`src/rtl/param_frame_pkg.sv`:
```
// Shared types and constants for the parameter frame serializer.
// The HEADER state is present only when PARAM_FRAME_HEADER_EN is defined.
package param_frame_pkg;

  localparam logic [3:0] HDR_NIBBLE = 4'hA;
  localparam int         CHIPID_W   = 8;

  typedef enum logic [2:0] {
    IDLE,
    LOAD,
    SHIFT,
    NEXT_CHIP,
    DONE
`ifdef PARAM_FRAME_HEADER_EN
    , HEADER
`endif
  } state_e;

  function automatic int ceil_div(input int a, input int b);
    return (a + b - 1) / b;
  endfunction

endpackage

```
`src/rtl/param_word_shifter.sv`:
```
// Holds one frame vector left-aligned in REG_W bits (zero padded below) and
// shifts it left one word per enable; the top word is always presented.
module param_word_shifter #(
  parameter int SC_BITS    = 592,
  parameter int SCOPE_BITS = 64,
  parameter int WORD_W     = 16,
  parameter int REG_W      = 592
) (
  input  logic                  clk,
  input  logic                  rst,
  input  logic                  load,
  input  logic                  sel_sc,
  input  logic                  shift_en,
  input  logic [SC_BITS-1:0]    sc_vec,
  input  logic [SCOPE_BITS-1:0] scope_vec,
  output logic [WORD_W-1:0]     top_word
);

  localparam int SC_SHIFT    = REG_W - SC_BITS;
  localparam int SCOPE_SHIFT = REG_W - SCOPE_BITS;

  logic [REG_W-1:0] sreg_q, sreg_d;

  always_comb begin
    sreg_d = sreg_q;
    if (load) begin
      sreg_d = sel_sc ? (REG_W'(sc_vec) << SC_SHIFT) : (REG_W'(scope_vec) << SCOPE_SHIFT);
    end else if (shift_en) begin
      sreg_d = sreg_q << WORD_W;
    end
  end

  // NOTE: sequential state uses non-blocking assignments so every flop samples
  // pre-edge values regardless of process ordering.
  always_ff @(posedge clk) begin
    if (rst) sreg_q <= '0;
    else     sreg_q <= sreg_d;
  end

  assign top_word = sreg_q[REG_W-1 -: WORD_W];

endmodule

```
`src/rtl/param_frame_serializer.sv`:
```
// Splits an SC or read-scope vector into FIFO words, once per daisy-chained chip.
// Optional per-chip header word enabled by defining PARAM_FRAME_HEADER_EN.
module param_frame_serializer
  import param_frame_pkg::*;
#(
  parameter int SC_BITS    = 592,
  parameter int SCOPE_BITS = 64,
  parameter int WORD_W     = 16,
  parameter int ASIC_NUM   = 1,
  parameter int CHIPID_LSB = 530
) (
  input  logic                  Clk,
  input  logic                  reset,
  input  logic                  ParameterLoadStart,
  input  logic                  SlowControlOrReadScopeSelect,
  input  logic [SC_BITS-1:0]    SlowControlParameter,
  input  logic [SCOPE_BITS-1:0] ReadScopeParameter,
  input  logic [7:0]            ChipIdBase,
  input  logic                  ExternalFifoFull,
  output logic                  ExternalFifoWriteEn,
  output logic [WORD_W-1:0]     ExternalFifoData,
  output logic                  Busy,
  output logic                  ParameterDone
);

  localparam int SC_WORDS    = ceil_div(SC_BITS, WORD_W);
  localparam int SCOPE_WORDS = ceil_div(SCOPE_BITS, WORD_W);
  localparam int MAX_WORDS   = (SC_WORDS > SCOPE_WORDS) ? SC_WORDS : SCOPE_WORDS;
  localparam int REG_W       = MAX_WORDS * WORD_W;
  localparam int WCNT_W      = $clog2(MAX_WORDS + 1);

  state_e              state_q, state_d;
  logic                mode_q, mode_d;
  logic [3:0]          chip_q, chip_d;
  logic [WCNT_W-1:0]   wcnt_q, wcnt_d;
  logic                load, shift_en;
  logic [WORD_W-1:0]   top_word;
  logic [SC_BITS-1:0]  sc_patched;

  always_comb begin
    sc_patched = SlowControlParameter;
    sc_patched[CHIPID_LSB +: CHIPID_W] = ChipIdBase + CHIPID_W'(chip_q);
  end

  param_word_shifter #(
    .SC_BITS   (SC_BITS),
    .SCOPE_BITS(SCOPE_BITS),
    .WORD_W    (WORD_W),
    .REG_W     (REG_W)
  ) u_shifter (
    .clk      (Clk),
    .rst      (reset),
    .load     (load),
    .sel_sc   (mode_q),
    .shift_en (shift_en),
    .sc_vec   (sc_patched),
    .scope_vec(ReadScopeParameter),
    .top_word (top_word)
  );

  // NOTE: every output of this block gets a default before the case so no
  // path leaves a signal unassigned and no latch is inferred.
  always_comb begin
    state_d             = state_q;
    mode_d              = mode_q;
    chip_d              = chip_q;
    wcnt_d              = wcnt_q;
    load                = 1'b0;
    shift_en            = 1'b0;
    ExternalFifoWriteEn = 1'b0;
    ExternalFifoData    = '0;
    case (state_q)
      IDLE: begin
        if (ParameterLoadStart) begin
          mode_d  = SlowControlOrReadScopeSelect;
          chip_d  = 4'(ASIC_NUM - 1);
          state_d = LOAD;
        end
      end
      LOAD: begin
        load   = 1'b1;
        wcnt_d = mode_q ? WCNT_W'(SC_WORDS - 1) : WCNT_W'(SCOPE_WORDS - 1);
`ifdef PARAM_FRAME_HEADER_EN
        state_d = HEADER;
`else
        state_d = SHIFT;
`endif
      end
`ifdef PARAM_FRAME_HEADER_EN
      HEADER: begin
        ExternalFifoData    = WORD_W'({HDR_NIBBLE, mode_q, chip_q}) << (WORD_W - 9);
        ExternalFifoWriteEn = !ExternalFifoFull;
        if (!ExternalFifoFull) state_d = SHIFT;
      end
`endif
      SHIFT: begin
        ExternalFifoData    = top_word;
        ExternalFifoWriteEn = !ExternalFifoFull;
        if (!ExternalFifoFull) begin
          shift_en = 1'b1;
          if (wcnt_q == '0) state_d = NEXT_CHIP;
          else              wcnt_d  = wcnt_q - WCNT_W'(1);
        end
      end
      NEXT_CHIP: begin
        // Highest chip index goes out first: it sits farthest down the chain.
        if (chip_q == 4'd0) begin
          state_d = DONE;
        end else begin
          chip_d  = chip_q - 4'd1;
          state_d = LOAD;
        end
      end
      DONE:    state_d = IDLE;
      default: state_d = IDLE;
    endcase
  end

  always_ff @(posedge Clk) begin
    if (reset) begin
      state_q <= IDLE;
      mode_q  <= 1'b0;
      chip_q  <= '0;
      wcnt_q  <= '0;
    end else begin
      state_q <= state_d;
      mode_q  <= mode_d;
      chip_q  <= chip_d;
      wcnt_q  <= wcnt_d;
    end
  end

  assign Busy          = (state_q != IDLE);
  assign ParameterDone = (state_q == DONE);

endmodule
```
`config.mk`:
```
export PLATFORM = sky130hd
export DESIGN_NAME = param_frame_serializer
export DESIGN_NICKNAME = d
export VERILOG_FILES = /design/src/rtl/param_frame_pkg.sv /design/src/rtl/param_word_shifter.sv /design/src/rtl/param_frame_serializer.sv
export SDC_FILE = /design/constraint.sdc
export NUM_CORES = 2
export LEC_CHECK = 0
export ABC_AREA = 1
export CORE_MARGIN = 3
export CORE_UTILIZATION = 45
export CTS_CLUSTER_SIZE = 28
export DETAILED_ROUTE_END_ITERATION = 6
export DONT_BUFFER_PORTS = 1
export HOLD_SLACK_MARGIN = 0.05
export PLACE_DENSITY = 0.66
export SLEW_MARGIN = 20
export SYNTH_ARGS = -nofsm -noshare
export SYNTH_HDL_FRONTEND = slang
export SYNTH_HIERARCHICAL = 1
export SYNTH_SLANG_ARGS = --single-unit
```
`constraint.sdc`:
```
create_clock -name Clk -period 1.9 [get_ports Clk]
set_input_delay 0.285 -clock Clk [delete_from_list [all_inputs] [get_ports Clk]]
set_output_delay 0.285 -clock Clk [all_outputs]
set_load 0.05 [all_outputs]
```
After elaboration in Yosys (flattened, before gate mapping)
Cells that the tools add are included.
{ "op_classes": {"n_eq_ne": 9, "n_addsub": 3, "n_mux": 20, "reduce_logical": 12} }
{ "ops": {"columns": ["cell", "n"], "rows": [
  ["two-way mux 592 bit", 3],
  ["two-way mux 6 bit", 3],
  ["two-way mux 16 bit", 1],
  ["two-way mux 3 bit", 4],
  ["case mux 3 bit (4 select lines)", 1],
  ["case mux 6 bit (2 select lines)", 1],
  ["inequality test 2 bit (second input constant)", 5],
  ["AND reduction 3 bit", 3],
  ["adder 8 x 4 -> 8 bit", 1],
  ["two-way mux 4 bit", 2],
  ["case mux 4 bit (2 select lines)", 1],
  ["== test 3 x 2 -> 1 bit (second input constant)", 2],
  ["logical NOT 6 bit", 1],
  ["nonzero test 2 bit", 3],
  ["subtractor 6 x 1 -> 6 bit (second input constant)", 1],
  ["logical NOT 4 bit", 1],
  ["two-way mux 1 bit", 4],
  ["subtractor 4 x 1 -> 4 bit (second input constant)", 1],
  ["== test 3 x 1 -> 1 bit (second input constant)", 1],
  ["== test 3 bit (second input constant)", 1],
  ["logical NOT 3 bit", 1],
  ["nonzero test 3 bit", 1],
  ["AND reduction 2 bit", 1],
  ["logical NOT 1 bit", 1]
]} }
{ "word_totals": {"out_inout_bits": 19, "register_bits": 606, "in_bits": 669, "elab_cells": 49} }

Logic depth before layout (Yosys ltp)
{ "logic_depth": {"depth_word": 4, "mapped_depth": 11, "depth_no_buf": 11} }

Hierarchy
The synthesis kept the hierarchy.
{ "by_module_without_submodules": {"columns": ["module", "instances", "area_each_um2", "seq_area_each_um2", "cells_each"], "rows": [
  ["param_word_shifter", 1, 30264.0, 11851.4, 5220],
  ["param_frame_serializer", 1, 1136.1, 280.3, 183]
]} }

Worst setup path before layout
Ideal clock, no wire load.
{ "synth_path": {"path_kind": "reg-to-reg", "from": "reg state_q[0]", "to": "reg u_shifter.sreg_q[170]", "stages_incl_launch_ff": 12, "setup_ns": 0.116, "period_less_slack_ns": 2.117, "n_path_buf": 3, "setup_slack_ns": -0.217, "arrival_ns": 2.001, "required_time_ns": 1.784, "path_cell_list": "dfxtp_1 -> inv_2 -> nand3_2 -> nor2_2 -> nor2_4 -> inv_2 -> buf_4 -> buf_4 -> clkbuf_1 -> nand2_1 -> nor2_1 -> nor2_1"} }
{ "synth_between": {"elab_chain_len": 3, "word_cells_on_any_way": 6, "cone_classes": "eq/ne: 2; mux: 3; reduce/logical: 1"} }
{ "synth_rtl": {"columns": ["item", "line", "source"], "rows": [
  ["start, declared", "param_frame_serializer.sv:32", "state_e state_q, state_d;"],
  ["start signal, assigned", "param_frame_serializer.sv:126", "state_q <= state_d;"],
  ["== test 3 x 1 -> 1 bit / == test 3 x 2 -> 1 bit (equally long branches)", "param_frame_serializer.sv:72", "case (state_q)"],
  ["two-way mux 1 bit", "param_frame_serializer.sv:72", null],
  ["two-way mux 592 bit / nonzero test 2 bit (equally long branches)", null, null],
  ["end signal, assigned", "param_word_shifter.sv:37", "else sreg_q <= sreg_d;"],
  ["end, declared", "param_word_shifter.sv:22", "logic [REG_W-1:0] sreg_q, sreg_d;"]
]} }
Several ways; a longest one is shown, not always the timed one.
A chain may end at the register's enable or synchronous reset.

Final worst setup path
{ "layout_path": {"from": "reg state_q[0]", "to": "out ExternalFifoData[13]"} }
{ "layout_between": {"elab_chain_len": 2} }
{ "layout_rtl": {"columns": ["item", "line", "source"], "rows": [
  ["== test 3 x 2 -> 1 bit", "param_frame_serializer.sv:72", null],
  ["two-way mux 16 bit", "param_frame_serializer.sv:72", null],
  ["end, declared", "param_frame_serializer.sv:21", "output logic [WORD_W-1:0] ExternalFifoData,"]
]} }
No other way between the ends.

==> results.yml <==
yosys:
  ys_ff_latch: 606
  synthFlopType: "dfxtp_1"
  synth_nets: 6081
  synth.distinct_cells: 26
  synth_area_leader_cell: "dfxtp_1"
  yosysSeqAreaShare_pct: 38.6
  synth.most_common_cell: "nor2_1"
  yosysTopAreaCellShare_pct: 38.6
  synth-edff-count: 0
  synthTopCellsByArea: "dfxtp_1 (39%), nor2_1 (19%), nand2_1 (16%)"
  syn-cell-area_um2: 31400
  syn_area_per_cell_um2: 5.81
  synthCells: 5403
  ys_warn_count: 6
  synth_common_cells: "nor2_1 (1569), nand2_1 (1347), inv_1 (738)"
  synthArstFlopShare_pct: 0
timing:
  tns_ns: -0.758
  finClkSkew_ns: 0.0247
  finalHoldViolCount: 0
  layout_min_cycle_time_ns: 1.96
  period_share_pct: 103
  grt_setup_unrepaired: "true"
  slew-limit-headroom_pct: 51.6
  clock.fmax_mhz: 509
  setup_ws_ns: -0.0643
  worst_pin_slew_ns: 0.726
  timing.final.max_slew_violations: 0
  finalSetupViolCount: 45
clock_tree:
  htreeDepth: 3
  root_buffer: "clkbuf_16"
  clock_latency_ns: 0.61
  clk_pin_slew_ns: 0.06
  cts.path.max_buffers: 3
  tritoncts: "yes"
  cts_made_buffers: 68
  clock_sinks: 606
critical_path:
  slowest_stage: "dfxtp_2"
  crit_chain: "inv_2, nand3_4, buf_12, nor2_2, buf_6"
  worstSetupPathType: "flip-flop to primary output"
  start_kind: "flip-flop"
  crit_required_ns: 1.62
  arrival_ns: 1.68
  cp_max_fo: 11
  max_stage_delay_ns: 0.34
  cp-end-kind: "primary output"
layout:
  postLayoutCoreUtil_pct: 62.7
  layout-drive-gt1-share_pct: 7.14
  fin_nets: 6697
  area_growth_pct: 37.5
  fin_area_um2: 43200
route:
  drtIter0Drc: 3648
  firstDrtPassIters: 7
  wl_um: 123000
  avgRoutedWirePerCell_um: 17.5
  vias: 36200
  routed_via_density: 5.16
  drc: 0
  ant_nets: 0
die:
  floorplan.die_area_um2: 73000
  die_h_um: 270
  dieWidth_um: 270
  start_util_pct: 45.6
  core_area_um2: 68800
  num_io_pins: 688
  num_rows: 96
power_and_ir_drop:
  leakagePower_nw: 21.7
  powerDensity_nw_per_um2: 1670
  pwr-share-clk_pct: 19.1
  internal-power_mw: 40.9
  seq_power_share_pct: 32.4
  vdd_drop_max_uv: 1010
  pwr-share-comb_pct: 48.5
  switching_share_pct: 43.2
  switching_power_mw: 31.2
global_routing:
  antenna_found_initial: 18
  grt.overflow.total: 0
  grt_max_degree: 77
  grt_usage_pct: 31.4
  grt_pass1_vias: 35000
  grt_pass1_wl_um: 185000
placement:
  place_area_um2: 33400
  port_buffers: 0
  place_congestion: 0.881
  place_hpwl_um: 74400
min_path:
  min_path_type: "primary input to flip-flop"
outcome:
  status: "finished, violations left"
  violations: "setup timing"
flow_run:
  drv_cap: 0
[kinds of logic after synthesis]
| family | count (synthesis) | synth area share, % |
|---|---|---|
| flip-flops | 606 | 38.6 |
| XOR/XNOR | 8 | 0.223 |
| buffers and inverters | 1099 | 13.6 |
| adder cells (fa/ha/maj) | 9 | 0.383 |
| AO/OA/AOI/OAI | 676 | 10.8 |
| AND/OR/NAND/NOR | 3005 | 36.4 |
[critical path: cells and delay by family (launching register included)]
kind	cells	cell delay, ns
buf+inv	3	0.47
flops	1	0.34
simple gates	2	0.26
[cells in the final DEF (no fill, tap or decap), types with 3 or more instances in the layout]
cell	Yosys	routed
nor2_1	1569	1529
nand2_1	1347	1344
inv_1	738	738
dlygate4sd3_1	0	649
dfxtp_1	606	601
o21ai_0	584	409
o21ai_1	0	167
buf_4	18	155
a21oi_1	91	91
clkbuf_16	0	80
nand3_1	72	71
buf_12	0	41
nor2_2	4	32
buf_6	0	24
diode_2	0	23
clkbuf_1	256	16
clkbuf_8	0	16
nor2_4	1	13
buf_16	0	11
o21ai_2	0	8
clkinv_2	0	7
buf_8	0	7
inv_2	9	6
ha_1	8	6
bufinv_16	0	6
dfxtp_2	0	5
xor2_1	4	4
xnor2_1	4	3
nand4_1	3	3
[worst paths after layout]
kind	from	to	slack, ns	cells past startpoint
worst max-delay path	state_q[0]	ExternalFifoData[13]	-0.06	5
worst min-delay path	SlowControlParameter[363]	u_shifter/sreg_q[363]	0.08	4
worst max register to register	state_q[1]	u_shifter/sreg_q[280]	-0.05	12
worst min register to register	u_shifter/sreg_q[1]	u_shifter/sreg_q[1]	0.47	2
[flip-flops by register name, indices dropped and copies added, names as in the netlist]
name / cells
state_q: 3
mode_q: 1
wcnt_q: 6
chip_q: 4
u_shifter/sreg_q: 592
[stage by stage]
| stage | total power [mW] | hold WS [ns] | std cells | setup slack [ns] |
|---|---|---|---|---|
| final | 72.1 | 0.0804 | 7022 | -0.0643 |
| after global routing | 77.5 | 0.0767 | 7009 | -0.145 |
| after CTS | 68.7 | 0.0504 | 6976 | -0.0419 |
| after detailed placement | 53.3 | 0.374 | 6202 | 0.00280 |
| after global placement | 52.9 | 0.366 | 6202 | 0.0217 |
| after floorplan | 43.2 | 0.429 | 5403 | -0.00644 |
[power by group through the flow]
stage          Clock (mW)  Sequential (mW)  Combinational (mW)
3_3_place_gp            0             23.0                29.9
5_1_grt              14.4             23.9                39.2
6_report             13.8             23.4                34.9
4_1_cts              14.0             23.0                31.8
3_5_place_dp            0             23.1                30.2
2_1_floorplan           0             21.8                21.4
[area by class of cell]
type	count	area, um^2
Antenna cell	23	57.6
Timing Repair Buffer	897	9410
Fill cell	5767	25600
Sequential cell	606	12100
Clock buffer	102	2030
Tap cell	931	1160
Clock inverter	17	269
Multi-Input combinational cell	3698	15300
Inverter	748	2840
[layer usage]
layer  wire, um  GRT usage (%)
met1      46100           36.0
met2      58200           53.0
met3       9830           6.75
met4       8850           20.5
met5         52              0
[timing repair]
item,CTS,global route
gates resized for setup,33,271
endpoints found under the hold margin,598,0
pin swaps,0,6
gates cloned,1,10
hold buffers,650,0
setup endpoints to repair,18,424
setup buffers,4,13
No activity file was read; power rests on OpenSTA's default activity.
==> RTL change (same settings) <==
`WORD_W` is set to 16 in 2 places; all go to 8.
--- a/src/rtl/param_word_shifter.sv
+++ b/src/rtl/param_word_shifter.sv
@@ -5,3 +5,3 @@
   parameter int SCOPE_BITS = 64,
-  parameter int WORD_W     = 16,
+  parameter int WORD_W     = 8,
   parameter int REG_W      = 592
--- a/src/rtl/param_frame_serializer.sv
+++ b/src/rtl/param_frame_serializer.sv
@@ -7,3 +7,3 @@
   parameter int SCOPE_BITS = 64,
-  parameter int WORD_W     = 16,
+  parameter int WORD_W     = 8,
   parameter int ASIC_NUM   = 1,
Interface: changed (resized ExternalFifoData); port bits go from 688 to 680. The function was not compared with the original's and may differ.
==> RTL change against the original RTL <==
- the flow finishes with violations (design-rule violations, negative setup slack)
- hold slack got worse by 0.0042 ns
- worst setup slack got worse by 0.013 ns
- wire length fell by 5.5%
- design area fell by 1.9%
- critical path depth rose by 4
- area after synthesis rose by 0.37%
- sequential cell count rose by 1
- highest routed layer unchanged
Power is not compared: it rests on default switching activity, and its combinational part moved more than twofold at a synthesized area within 25%.
==> RTL change: results (changes against the original RTL) <==
| Metric | This run | Unit | vs unedited |
|---|---|---|---|
| Outcome | complete, but fails checks | - |  |
| Violations in the final reports | design-rule violations, negative setup slack | - |  |
| Avg Cell Area, Syn | 5.82 | sq um | +0.21% |
| Clock network contribution to total cell area | 5.11 | % | -0.21 points |
| Resized cells post-CTS | 30 | - | -9.1% |
| Number of antenna violations at the first check in global routing | 12 | - | -6 |
| Compound-Gate Fraction of Synth Area | 10.9 | % | +0.087 points |
| Total routing usage reported by global routing | 29.6 | % | -1.8 points |
| CP max FO | 29 | - | +18 |
| Data arrival time at the worst-slack endpoint | 2.49 | ns | +0.81 ns |
| Number of DRC violations after detailed-routing iteration 0 | 4063 | - | +11% |
| Multi-input logic area | 15300 | sq um | +0.47% |
| Sequential cell area in the final layout | 12200 | sq um | +0.20% |
| Fill cell count | 5811 | - | +0.76% |
| Crit path max-delay cell type | nor2_1 | - |  |
| Count of non-CTS inverters in the layout | 749 | - | +0.13% |
| Largest delay share family, worst path | simple AND/OR/NAND/NOR gates | - |  |
| Cell variety after synth | 32 | - | +23% |
| Xor and xnor fraction of the mapped netlist area | 0.195 | % | -0.029 points |
| Count of clock buffers in the final design | 101 | - | -0.98% |
| Data buffer area share | 20.4 | % | -1.4 points |
| Cell area after placement | 32900 | sq um | -1.4% |
| Number of ordinary and repair buffers in the finished layout | 808 | - | -9.9% |
| Total of endpoints with negative setup slack in the final report | 3 | - | -93% |
| Portion of the post-synthesis area used by sequential elements | 38.6 | % | -0.081 points |
| Signed area change from the synthesized netlist to the final layout | 34.5 | % |  |
| Largest registers in the final layout | u_shifter/sreg_q x592, wcnt_q x7, chip_q x4 | - |  |
| Critical R2R Launch | state_q[2] | - |  |
| Antenna Cells | 12 | - | -48% |
| Setup slack of the critical path after layout | -0.0770 | ns | -0.0127 ns |
| Number of buffers inserted for hold repair after clock tree synthesis | 649 | - | -0.15% |
| Reg2Reg Capture Point | u_shifter/sreg_q[401] | - |  |
| Slowest Stage Delay on Critical Path | 0.41 | ns | +0.07 ns |
| Total DRC errors in the routed layout | 3 | - | +3 |
| Count of multi-input gates | 3712 | - | +0.38% |
| Global Route met1 Usage | 35.6 | % | -0.35 points |
| Largest net degree at the start of global routing | 80 | - | +3.9% |
| Number of nets in the final layout | 6623 | - | -1.1% |
-- RTL change: cell types whose count changed after synthesis, moves of 6 or more --
cell,before,now
o21ai_1,0,24
o21ai_0,584,569
nand2_1,1347,1334
nor2_1,1569,1581
buf_2,54,64
a21oi_1,91,82
buf_1,23,16
clkbuf_1,256,250
-- RTL change: layer usage --
metal	part of all wire (%)	wire length, um	vias to the layer above
met5	0.029	34	-
met4	6.8	7880	6
met3	8.3	9680	615
met2	45	52500	1983
met1	40	46100	15700
li1	-	-	17100
-- RTL change: per-stage QoR --
stage / setup TNS (ns) / cells
final: -0.101 / 6940
after global routing: -0.912 / 6934
after CTS: -0.105 / 6907
after detailed placement: 0 / 6137
after global placement: 0 / 6137
after floorplan: 0 / 5412
-- RTL change: power by group through the flow --
stage                     registers (mW)  logic (mW)  clock network [mW]
after global routing                18.1        18.9                13.6
after global placement              17.8        14.0                   0
after detailed placement            17.8        14.2                   0
after floorplan                     17.4        10.7                   0
final                               17.7        16.8                12.9
after CTS                           17.6        15.4                13.1
